==> config.mk <==
export PLATFORM = sky130hd
export DESIGN_NAME = uart_rx_fifo_flat
export DESIGN_NICKNAME = d
export VERILOG_FILES = /design/src/rtl/uart_rx_fifo_if.sv /design/src/rtl/uart_rx_fifo.sv /design/src/flat_wrapper.sv
export SDC_FILE = /design/constraint.sdc
export NUM_CORES = 1
export LEC_CHECK = 0
export CAP_MARGIN = 30
export CORE_MARGIN = 2
export CORE_UTILIZATION = 35
export CTS_CLUSTER_SIZE = 24
export DETAILED_ROUTE_END_ITERATION = 16
export PLACE_DENSITY_LB_ADDON = 0.3
export SLEW_MARGIN = 10
export SYNTH_ARGS = -nofsm -noshare
export SYNTH_HDL_FRONTEND = slang
export SYNTH_SLANG_ARGS = --single-unit
==> constraint.sdc <==
create_clock -name clk -period 2.6 [get_ports clk]
set_input_delay 0.26 -clock clk [delete_from_list [all_inputs] [get_ports clk]]
set_output_delay 0.26 -clock clk [all_outputs]
set_load 0.01 [all_outputs]
==> src/rtl/uart_rx_fifo_if.sv <==
`default_nettype none
// ============================================================================
// Module   : uart_rx_fifo_if
// Brief    : Receiver-side and register-side signal bundle for uart_rx_fifo.
// Revision : 1.0  initial release
// ============================================================================
interface uart_rx_fifo_if #(
    parameter int AW = 4
);
    logic          b_tick;
    logic          rx_done;
    logic [7:0]    rx_data;
    logic          rd_en;
    logic [7:0]    rd_data;
    logic          flush;
    logic          ovr_clr;
    logic [AW:0]   thresh;
    logic [AW:0]   level;
    logic          empty;
    logic          full;
    logic          overrun;
    logic          irq_thresh;
    logic          irq_timeout;

    modport master (
        output b_tick, rx_done, rx_data, rd_en, flush, ovr_clr, thresh,
        input  rd_data, level, empty, full, overrun, irq_thresh, irq_timeout
    );

    modport slave (
        input  b_tick, rx_done, rx_data, rd_en, flush, ovr_clr, thresh,
        output rd_data, level, empty, full, overrun, irq_thresh, irq_timeout
    );
endinterface
`default_nettype wire

==> src/rtl/uart_rx_fifo.sv <==
`default_nettype none
// ============================================================================
// Module   : uart_rx_fifo
// Brief    : UART receive FIFO with level, overrun, threshold and timeout irqs.
// Revision : 1.0  initial release
// ============================================================================
module uart_rx_fifo #(
    parameter int DEPTH    = 16,
    parameter int AW       = 4,
    parameter int TO_TICKS = 160
) (
    input  wire             clk,
    input  wire             rst,
    uart_rx_fifo_if.slave   bus
);
    localparam logic [AW:0]   C_DEPTH   = (AW+1)'(DEPTH);
    localparam logic [AW:0]   C_LVL_ONE = (AW+1)'(1);
    localparam logic [AW-1:0] C_PTR_ONE = AW'(1);
    localparam logic [15:0]   C_TO      = 16'(TO_TICKS);

    logic [7:0]    mem_q [DEPTH];
    logic [AW-1:0] wr_ptr_q, wr_ptr_d;
    logic [AW-1:0] rd_ptr_q, rd_ptr_d;
    logic [AW:0]   level_q, level_d;
    logic          overrun_q, overrun_d;
    logic [15:0]   to_cnt_q, to_cnt_d;
    logic          irq_to_q, irq_to_d;

    logic w_empty, w_full, w_wr_acc, w_rd_acc, w_ovr_set;

    assign w_empty   = (level_q == '0);
    assign w_full    = (level_q == C_DEPTH);
    // A full FIFO still takes a byte when a pop frees its slot the same cycle.
    assign w_wr_acc  = bus.rx_done && (!w_full || bus.rd_en);
    assign w_rd_acc  = bus.rd_en && !w_empty;
    assign w_ovr_set = bus.rx_done && w_full && !bus.rd_en;

    always_comb begin
        wr_ptr_d  = wr_ptr_q;
        rd_ptr_d  = rd_ptr_q;
        level_d   = level_q;
        overrun_d = overrun_q;
        to_cnt_d  = to_cnt_q;
        irq_to_d  = irq_to_q;
        if (bus.flush) begin
            wr_ptr_d = '0;
            rd_ptr_d = '0;
            level_d  = '0;
            to_cnt_d = '0;
            irq_to_d = 1'b0;
            if (bus.ovr_clr) begin
                overrun_d = 1'b0;
            end
        end else begin
            if (w_wr_acc) begin
                wr_ptr_d = wr_ptr_q + C_PTR_ONE;
            end
            if (w_rd_acc) begin
                rd_ptr_d = rd_ptr_q + C_PTR_ONE;
            end
            if (w_wr_acc && !w_rd_acc) begin
                level_d = level_q + C_LVL_ONE;
            end else if (w_rd_acc && !w_wr_acc) begin
                level_d = level_q - C_LVL_ONE;
            end
            if (w_ovr_set) begin
                overrun_d = 1'b1;
            end else if (bus.ovr_clr) begin
                overrun_d = 1'b0;
            end
            // Idle timer only runs while data sits untouched in the FIFO.
            if (w_wr_acc || w_rd_acc) begin
                to_cnt_d = '0;
                irq_to_d = 1'b0;
            end else if (w_empty) begin
                to_cnt_d = '0;
            end else if (bus.b_tick && (to_cnt_q != C_TO)) begin
                to_cnt_d = to_cnt_q + 16'd1;
                if (to_cnt_d == C_TO) begin
                    irq_to_d = 1'b1;
                end
            end
        end
    end

    always_ff @(posedge clk) begin
        if (rst) begin
            wr_ptr_q  <= '0;
            rd_ptr_q  <= '0;
            level_q   <= '0;
            overrun_q <= 1'b0;
            to_cnt_q  <= '0;
            irq_to_q  <= 1'b0;
        end else begin
            wr_ptr_q  <= wr_ptr_d;
            rd_ptr_q  <= rd_ptr_d;
            level_q   <= level_d;
            overrun_q <= overrun_d;
            to_cnt_q  <= to_cnt_d;
            irq_to_q  <= irq_to_d;
        end
    end

    always_ff @(posedge clk) begin
        if (!rst && !bus.flush && w_wr_acc) begin
            mem_q[wr_ptr_q] <= bus.rx_data;
        end
    end

    assign bus.rd_data     = mem_q[rd_ptr_q];
    assign bus.level       = level_q;
    assign bus.empty       = w_empty;
    assign bus.full        = w_full;
    assign bus.overrun     = overrun_q;
    assign bus.irq_timeout = irq_to_q;
    assign bus.irq_thresh  = (bus.thresh != '0) && (level_q >= bus.thresh);
endmodule
`default_nettype wire

==> src/flat_wrapper.sv <==
// flat-port wrapper written by rule: the top's interface ports become plain ports
module uart_rx_fifo_flat 
#(
    parameter int DEPTH    = 16,
    parameter int AW       = 4,
    parameter int TO_TICKS = 160
)
  (clk, rst, bus_b_tick, bus_rx_done, bus_rx_data, bus_rd_en, bus_flush, bus_ovr_clr, bus_thresh, bus_rd_data, bus_level, bus_empty, bus_full, bus_overrun, bus_irq_thresh, bus_irq_timeout);
  uart_rx_fifo_if #(.AW(AW)) bus_i ();
  input  wire clk;
  input  wire rst;
  input wire logic [$bits(bus_i.b_tick)-1:0] bus_b_tick;
  input wire logic [$bits(bus_i.rx_done)-1:0] bus_rx_done;
  input wire logic [$bits(bus_i.rx_data)-1:0] bus_rx_data;
  input wire logic [$bits(bus_i.rd_en)-1:0] bus_rd_en;
  input wire logic [$bits(bus_i.flush)-1:0] bus_flush;
  input wire logic [$bits(bus_i.ovr_clr)-1:0] bus_ovr_clr;
  input wire logic [$bits(bus_i.thresh)-1:0] bus_thresh;
  output wire logic [$bits(bus_i.rd_data)-1:0] bus_rd_data;
  output wire logic [$bits(bus_i.level)-1:0] bus_level;
  output wire logic [$bits(bus_i.empty)-1:0] bus_empty;
  output wire logic [$bits(bus_i.full)-1:0] bus_full;
  output wire logic [$bits(bus_i.overrun)-1:0] bus_overrun;
  output wire logic [$bits(bus_i.irq_thresh)-1:0] bus_irq_thresh;
  output wire logic [$bits(bus_i.irq_timeout)-1:0] bus_irq_timeout;
  assign bus_i.b_tick = bus_b_tick;
  assign bus_i.rx_done = bus_rx_done;
  assign bus_i.rx_data = bus_rx_data;
  assign bus_i.rd_en = bus_rd_en;
  assign bus_i.flush = bus_flush;
  assign bus_i.ovr_clr = bus_ovr_clr;
  assign bus_i.thresh = bus_thresh;
  assign bus_rd_data = bus_i.rd_data;
  assign bus_level = bus_i.level;
  assign bus_empty = bus_i.empty;
  assign bus_full = bus_i.full;
  assign bus_overrun = bus_i.overrun;
  assign bus_irq_thresh = bus_i.irq_thresh;
  assign bus_irq_timeout = bus_i.irq_timeout;
  uart_rx_fifo #(.DEPTH(DEPTH), .AW(AW), .TO_TICKS(TO_TICKS)) u_core (.clk(clk), .rst(rst), .bus(bus_i));
endmodule
==> impl_results.md, run 1 <==
- Post-Route Skew: 7.67 ps
- Post-synth top area share: 0.556
- # diodes: 0
- H-Tree Depth: 4
- MaxCap Viol Count: 0
- Synth async-reset ratio: 0
- Crit share post-route: 0.969
- Top cell by count, worst path: mux4_2
- Number of global-route vias before repair: ~4000
- Peak supply drop: about 470 uV
- Total CTS buffers: 17
- Initial detailed-routing violation count: between 200 and 300
- FF+latch count, synth: 163
- Grt ovf: 0
- Worst slew margin: 0.621
- Worst reg-to-reg path cell count: 12
- Area post-placement: between 0.007 and 0.008 mm^2
- Die height: 145 um
- Crit-path slowest cell: mux4_2
- Kind of critical path: reg2out
- Core Area: 0.0194 mm^2
- Syn Area/Cell: around 16 um^2
- CTS sink cnt: 163
- Post-synthesis cell type count: 42
- Design Area, Final: 0.00837 mm^2
- Core Util, Final: 0.431
- Post-route ant nets: 0
- Total Power: 5.78 mW
- Final nets: roughly 550
- Ratio of cells with drive above 1 in the final layout: 0.240
- Peak Freq: 0.397 GHz
- PortBufs: 37
- Grt met2 use: 0.234
- Final WL: 13600 um
- Top_reg_cell synth: edfxtp_1
- Met1 usage: 0.180
- Row cnt: 51
- Critical Path Max Stage Delay: 530 ps
- Routed via count: 3847
- GPL Wtd Cong: 0.765
- Mapped cell area: 0.00691 mm^2
- Pins Over Slew Limit: 0
- Clock Path Buffers: 2
- Top cells by area, synth: edfxtp_1 (56%), mux4_2 (13%), dfxtp_1 (10%)
- RSZ-0062 raised after global routing: yes
- Multi-input logic area: 0.00222 mm^2
- CTS clock-pin slew for the worst setup and hold paths: about 60 ps
- # IOs: 38
- Number of fill cells: 1792
- Die extent in x: between 100 and 150 um
- CP endpoint kind: output port
- Hold Vio Cnt, Final: 0
- GRT busiest layer: met2
- CTS tree: done
- Post-Syn Nets: 482
- Critical Path RT: 2340 ps
- Worst Tran Pin Value: 566 ps
- Total track usage: 0.141
- Stages on the worst setup path: 4
- Vias/cell: 4.86
- FF/Latch Area: ~0.0045 mm^2
- First-pass GRT wire length: 21700 um
- Post-synthesis sequential area ratio: 0.658
- Data arrival, critical path: 2260 ps
- Initial antenna violation count: 0
- Critical-path cell list: buf_12 -> mux4_2 -> mux4_2 -> clkdlybuf4s15_1
- Placed insts: 757
- PwrDens: roughly 690 mW/mm^2
- HPWL after DPL: 9190 um
- Hold Crit Class: in2reg
- Grt met3 use: 0.0401
- Hold Path Cell Cnt: 2
- Post-synthesis instance total: between 400 and 500
- Family with the most delay on the worst path: multiplexers
- Residual DRC: 0
- Starting Density: 0.356
- Total die area: 0.0209 mm^2
- Critical path launch point type: flip-flop
- Number of synthesized flops with an enable pin: 128
- Area growth from synthesis to layout: 21.1%
- Leakage: around 2.8 nW
- Status: completed
- Clk_lat worst skew: 420 ps
- Clock Tree Root: clkbuf_16
- Min cycle time layout: 2520 ps
- Bufs and invs on worst path: 2
- DRT Pass-1 Iters: 4
- Routed WL per cell: 17.2 um
- Largest net degree at the start of global routing: 33
- Final setup viols: 0
- Post-route insts no fill: 791
- Worst Path Max Fanout: 11
- Yosys top cell by area: edfxtp_1
- YS warnings: 0
## sequential cells by signal, summed over array words and instances (netlist names), named ones only
register                cells
u_core.mem_q              128
u_core.bus.level            5
u_core.bus.irq_timeout      1
u_core.bus.overrun          1
u_core.rd_ptr_q             4
u_core.wr_ptr_q             4
u_core.to_cnt_q            16
## cell usage after synthesis (2+ instances only)
library cell / instances
mux4_2: 40
inv_1: 17
clkbuf_1: 14
xnor2_1: 5
a21o_1: 4
buf_2: 4
nor4_1: 3
dfxtp_1: 35
buf_1: 3
or3_1: 2
edfxtp_1: 128
o21ai_0: 6
nor2_1: 47
nand3_1: 9
nand2b_1: 4
xor2_1: 21
nand4_1: 11
buf_6: 2
nand2_1: 22
and3_1: 4
nor3_1: 5
a21oi_1: 10
ha_1: 18
mux2i_1: 4
and2_1: 5
nor2b_1: 4
## final timing paths
kind,startpoint,end,slack [ps]
worst min-delay path,rst,u_core.bus.overrun,430
worst max-delay path,flip-flop,bus_rd_data[5],80
worst min register to register,u_core.rd_ptr_q[3],u_core.rd_ptr_q[3],490
worst max register to register,u_core.bus.level[0],u_core.bus.level[4],140
## area by class of cell
type / count / area share
flip-flops and latches: 163 / 0.544
multi-input cells: 240 / 0.266
repair buffers: 74 / 0.0800
clock buffers: 18 / 0.0513
well taps: 265 / 0.0396
clock inverters: 14 / 0.0124
inverters: 17 / 0.00762
## per-layer routing
metal,share of wire,wire length [um]
met5,0,0
met3,0.046,622
met4,0.0093,126
met2,0.49,6630
met1,0.46,6210
## per-stage QoR
step / hold slack [ps] / setup TNS, ps / worst slack (ps)
after global placement: 480 / 0 / 82.9
after global routing: 448 / -45.0 / -36.5
after detailed placement: 486 / -86.7 / -82.8
after CTS: 421 / -6.81 / -6.81
final: 428 / 0 / 80.4
after floorplan: 332 / 0 / 6.28
## power breakdown
group | switching (mW) | internal (mW)
registers | 0.0306 | 2.83
clock network | 1.02 | 1.23
logic | 0.313 | 0.347
## cells by family after synthesis
logic type | Yosys count | share of synthesized area
buf+inv | 40 | 0.0246
flops | 163 | 0.658
simple gates | 123 | 0.0867
fa+ha+maj | 19 | 0.0355
mux | 44 | 0.136
compound gates | 28 | 0.0263
xor+xnor | 26 | 0.0330
## cells in the final DEF (no fill, tap or decap), types with 7 or more instances in the layout
| cell type | count |
|---|---|
| inv_1 | 16 |
| a21oi_1 | 9 |
| xor2_1 | 21 |
| nand2_1 | 21 |
| clkbuf_16 | 17 |
| nor2_1 | 47 |
| clkbuf_2 | 7 |
| buf_4 | 32 |
| edfxtp_1 | 128 |
| ha_1 | 18 |
| mux4_2 | 40 |
| nand3_1 | 9 |
| nand4_1 | 11 |
| clkdlybuf4s50_1 | 28 |
| dfxtp_1 | 33 |
## what timing repair did
action                                  in CTS  in global routing
hold buffers                                 0                  0
setup buffers                                0                  1
cloned                                       1                  0
endpoints found under the setup margin      10                  9
endpoints found under the hold margin        0                  0
pin swaps                                    0                  3
resized for setup                           25                 14
No activity file was read; power rests on OpenSTA's default activity.
==> run 2: changes to the inputs <==
--- a/config.mk
+++ b/config.mk
@@ -10,7 +10,9 @@
 export CORE_UTILIZATION = 35
 export CTS_CLUSTER_SIZE = 24
 export DETAILED_ROUTE_END_ITERATION = 16
+export GPL_TIMING_DRIVEN = 0
 export PLACE_DENSITY_LB_ADDON = 0.3
+export SKIP_LAST_GASP = 1
 export SLEW_MARGIN = 10
 export SYNTH_ARGS = -nofsm -noshare
 export SYNTH_HDL_FRONTEND = slang
==> run 2 against run 1 <==
Largest power group unchanged. Count of clock-buffer cells in the layout stayed put. Highest routed layer unchanged. Sequential power hardly changed. Setup slack worse by 120 ps. Sequential cell count stayed put. Sequential share of layout area is 0.28 points lower. Utilization is 0.27 points higher. Largest cell class unchanged. The run now ends with setup timing left.
==> impl_results.md, run 2 (synthesis gave the netlist of run 1 again) <==
- R2r setup slk: about 80 ps
- MaxCap Viol Count: 0
- FF/Latch Area: 0.00455 mm^2
- Reg power frac: 0.485
- Kind of critical path: reg2out
- Pins Over Slew Limit: 0
- Largest net degree at the start of global routing: 17
- Vias/cell: 4.91
- # IOs: 38
- Top cell by count, worst path: mux4_2
- Worst Tran Pin Value: between 800 and 900 ps
- Worst slew margin: 0.400
- First-pass GRT wire length: between 20000 and 25000 um
- Critical Path RT: 2340 ps
- Final setup viols: 1
- Total Power: 5.92 mW
- Final nets: 555
- Critical-path cell list: buf_12 -> buf_4 -> mux4_2 -> mux4_2 -> dlygate4sd2_1
- Core Util, Final: 0.434
- Clk_lat worst skew: 430 ps
- Post-route ant nets: 0
- CP endpoint kind: output port
- Row cnt: 51
- Total die area: 0.0209 mm^2
- Area growth from synthesis to layout: 21.9%
- Peak supply drop: 476 uV
- Residual DRC: 0
- RSZ-0062 raised after global routing: yes
- Hold Vio Cnt, Final: 0
- Routed via count: 3895
- Critical path launch point type: flip-flop
- Internal power: about 4.5 mW
- Most frequent cells in the layout: edfxtp_1 (128), nor2_1 (46), mux4_2 (40)
- Switching pwr: approximately 1.4 mW
- Die extent in x: 145 um
- Post-Route Skew: 17.4 ps
- Clock Tree Root: clkbuf_16
- Post-Route Setup TNS: -41.9 ps
- Commonest non-fill, non-tap cell in the layout: edfxtp_1
- CTS sink cnt: 163
- Worst Path Max Fanout: 3
- Clock group share of total power: 0.399
- Place WS: -376 ps
- PortBufs: 37
- Hold Crit Class: in2reg
- Worst reg-to-reg path cell count: 12
- Leakage: 2.79 nW
- Logic pwr share: 0.115
- Reg2reg end: u_core.bus.level[4]
- Ratio of cells with drive above 1 in the final layout: 0.242
- GPL Wtd Cong: 0.838
- Setup ws final: -41.9 ps
- HPWL after DPL: ~9300 um
- Biggest register: u_core.mem_q
- Initial detailed-routing violation count: between 100 and 150
- Critical Path Max Stage Delay: between 500 and 600 ps
- Max reg flops: 128
- Hold Path End: u_core.bus.overrun
- Data arrival, critical path: ~2400 ps
- Sw frac: 0.235
- Grt ovf: 0
- Crit share post-route: 1.02
- Failing checks: setup timing
- Final WL: between 10000 and 15000 um
- Number of global-route vias before repair: 4021
- # diodes: 0
- Total CTS buffers: 17
- RR Startpoint: u_core.bus.level[1]
- CTS Hold Bufs: 0
- H-Tree Depth: 4
- Status: finished with violations
- Number of fill cells: 1774
- CTS clock-pin slew for the worst setup and hold paths: 60 ps
- Starting Density: 0.356
- Hold Startpoint: rst
- Multi-input logic area: 0.00226 mm^2
- Total track usage: 0.143
- Core Area: approximately 0.019 mm^2
- Clock Path Buffers: 2
- CTS tree: done
- Die height: 145 um
- Min cycle time layout: approximately 2600 ps
- DRT Pass-1 Iters: 5
- PwrDens: 703 mW/mm^2
- Crit-path slowest cell: mux4_2
- Routed WL per cell: 17.4 um
- Initial antenna violation count: 0
- Hold Path Cell Cnt: 2
- Peak Freq: 0.379 GHz
run 2: cell types whose count changed in the layout (fill, tap and decap cells not counted), sizes merged:
cell,previous run,this run
dlygate4sd2,0,1
clkinvlp,2,0
clkbuf,25,37
buf,38,29
clkdlybuf4s15,1,0
bufinv,0,1
inv,23,22
clkinv,6,8
run 2: layout make-up:
class / instances / area share
Buffer: 22 / 0.0189
Clock buffer: 18 / 0.0510
Clock inverter: 14 / 0.0150
Inverter: 17 / 0.00758
Multi-Input combinational cell: 240 / 0.269
Sequential cell: 163 / 0.541
Tap cell: 265 / 0.0394
Timing Repair Buffer: 55 / 0.0587
run 2: timing repair:
item	in CTS	in global routing
endpoints found under the setup margin	11	13
gates cloned	0	1
pin swaps	3	4
hold endpoints to repair	0	0
setup buffers	7	9
gates resized for setup	43	24
run 2: worst max path at each step:
stage / startpoint / end / slack (ps)
after CTS: flip-flop / bus_rd_data[0] / -120
after global placement: rst / u_core.mem_q[0][5] / -490
after detailed placement: u_core.bus.level[3] / u_core.bus.level[4] / -380
final: flip-flop / bus_rd_data[7] / -40
after global routing: u_core.bus.level[1] / u_core.bus.level[4] / -130
after floorplan: u_core.bus.level[3] / u_core.bus.level[4] / 6
run 2: per-stage QoR:
| step | std cells | hold WS (ps) | area (um^2) |
|---|---|---|---|
| floorplan | 443 | 332 | 6910 |
| finish | 794 | 460 | 8420 |
| global route | 794 | 483 | 8420 |
| global placement | 745 | 480 | 7610 |
| CTS | 783 | 442 | 8330 |
| detailed placement | 745 | 494 | 7630 |
run 2: layer usage:
layer	share of wire	track usage	vias up
li1	-	-	1829
met1	0.44	0.179	1979
met2	0.50	0.240	76
met3	0.041	0.0341	11
met4	0.013	0.0572	0
met5	0	0	-
run 2: power groups by stage:
| stage | Sequential, mW | Combinational [mW] | Clock (mW) |
|---|---|---|---|
| CTS | 2.87 | 0.634 | 2.42 |
| global placement | 2.92 | 0.565 | 0 |
| finish | 2.87 | 0.683 | 2.37 |
| floorplan | 2.92 | 0.353 | 0 |
| global route | 2.88 | 0.749 | 2.52 |
| detailed placement | 2.92 | 0.584 | 0 |
run 2: critical path: cells and delay by family, from the launching register on:
kind     cells  cell delay, ps
buf+inv      3             550
flops        1             400
mux          2            1020
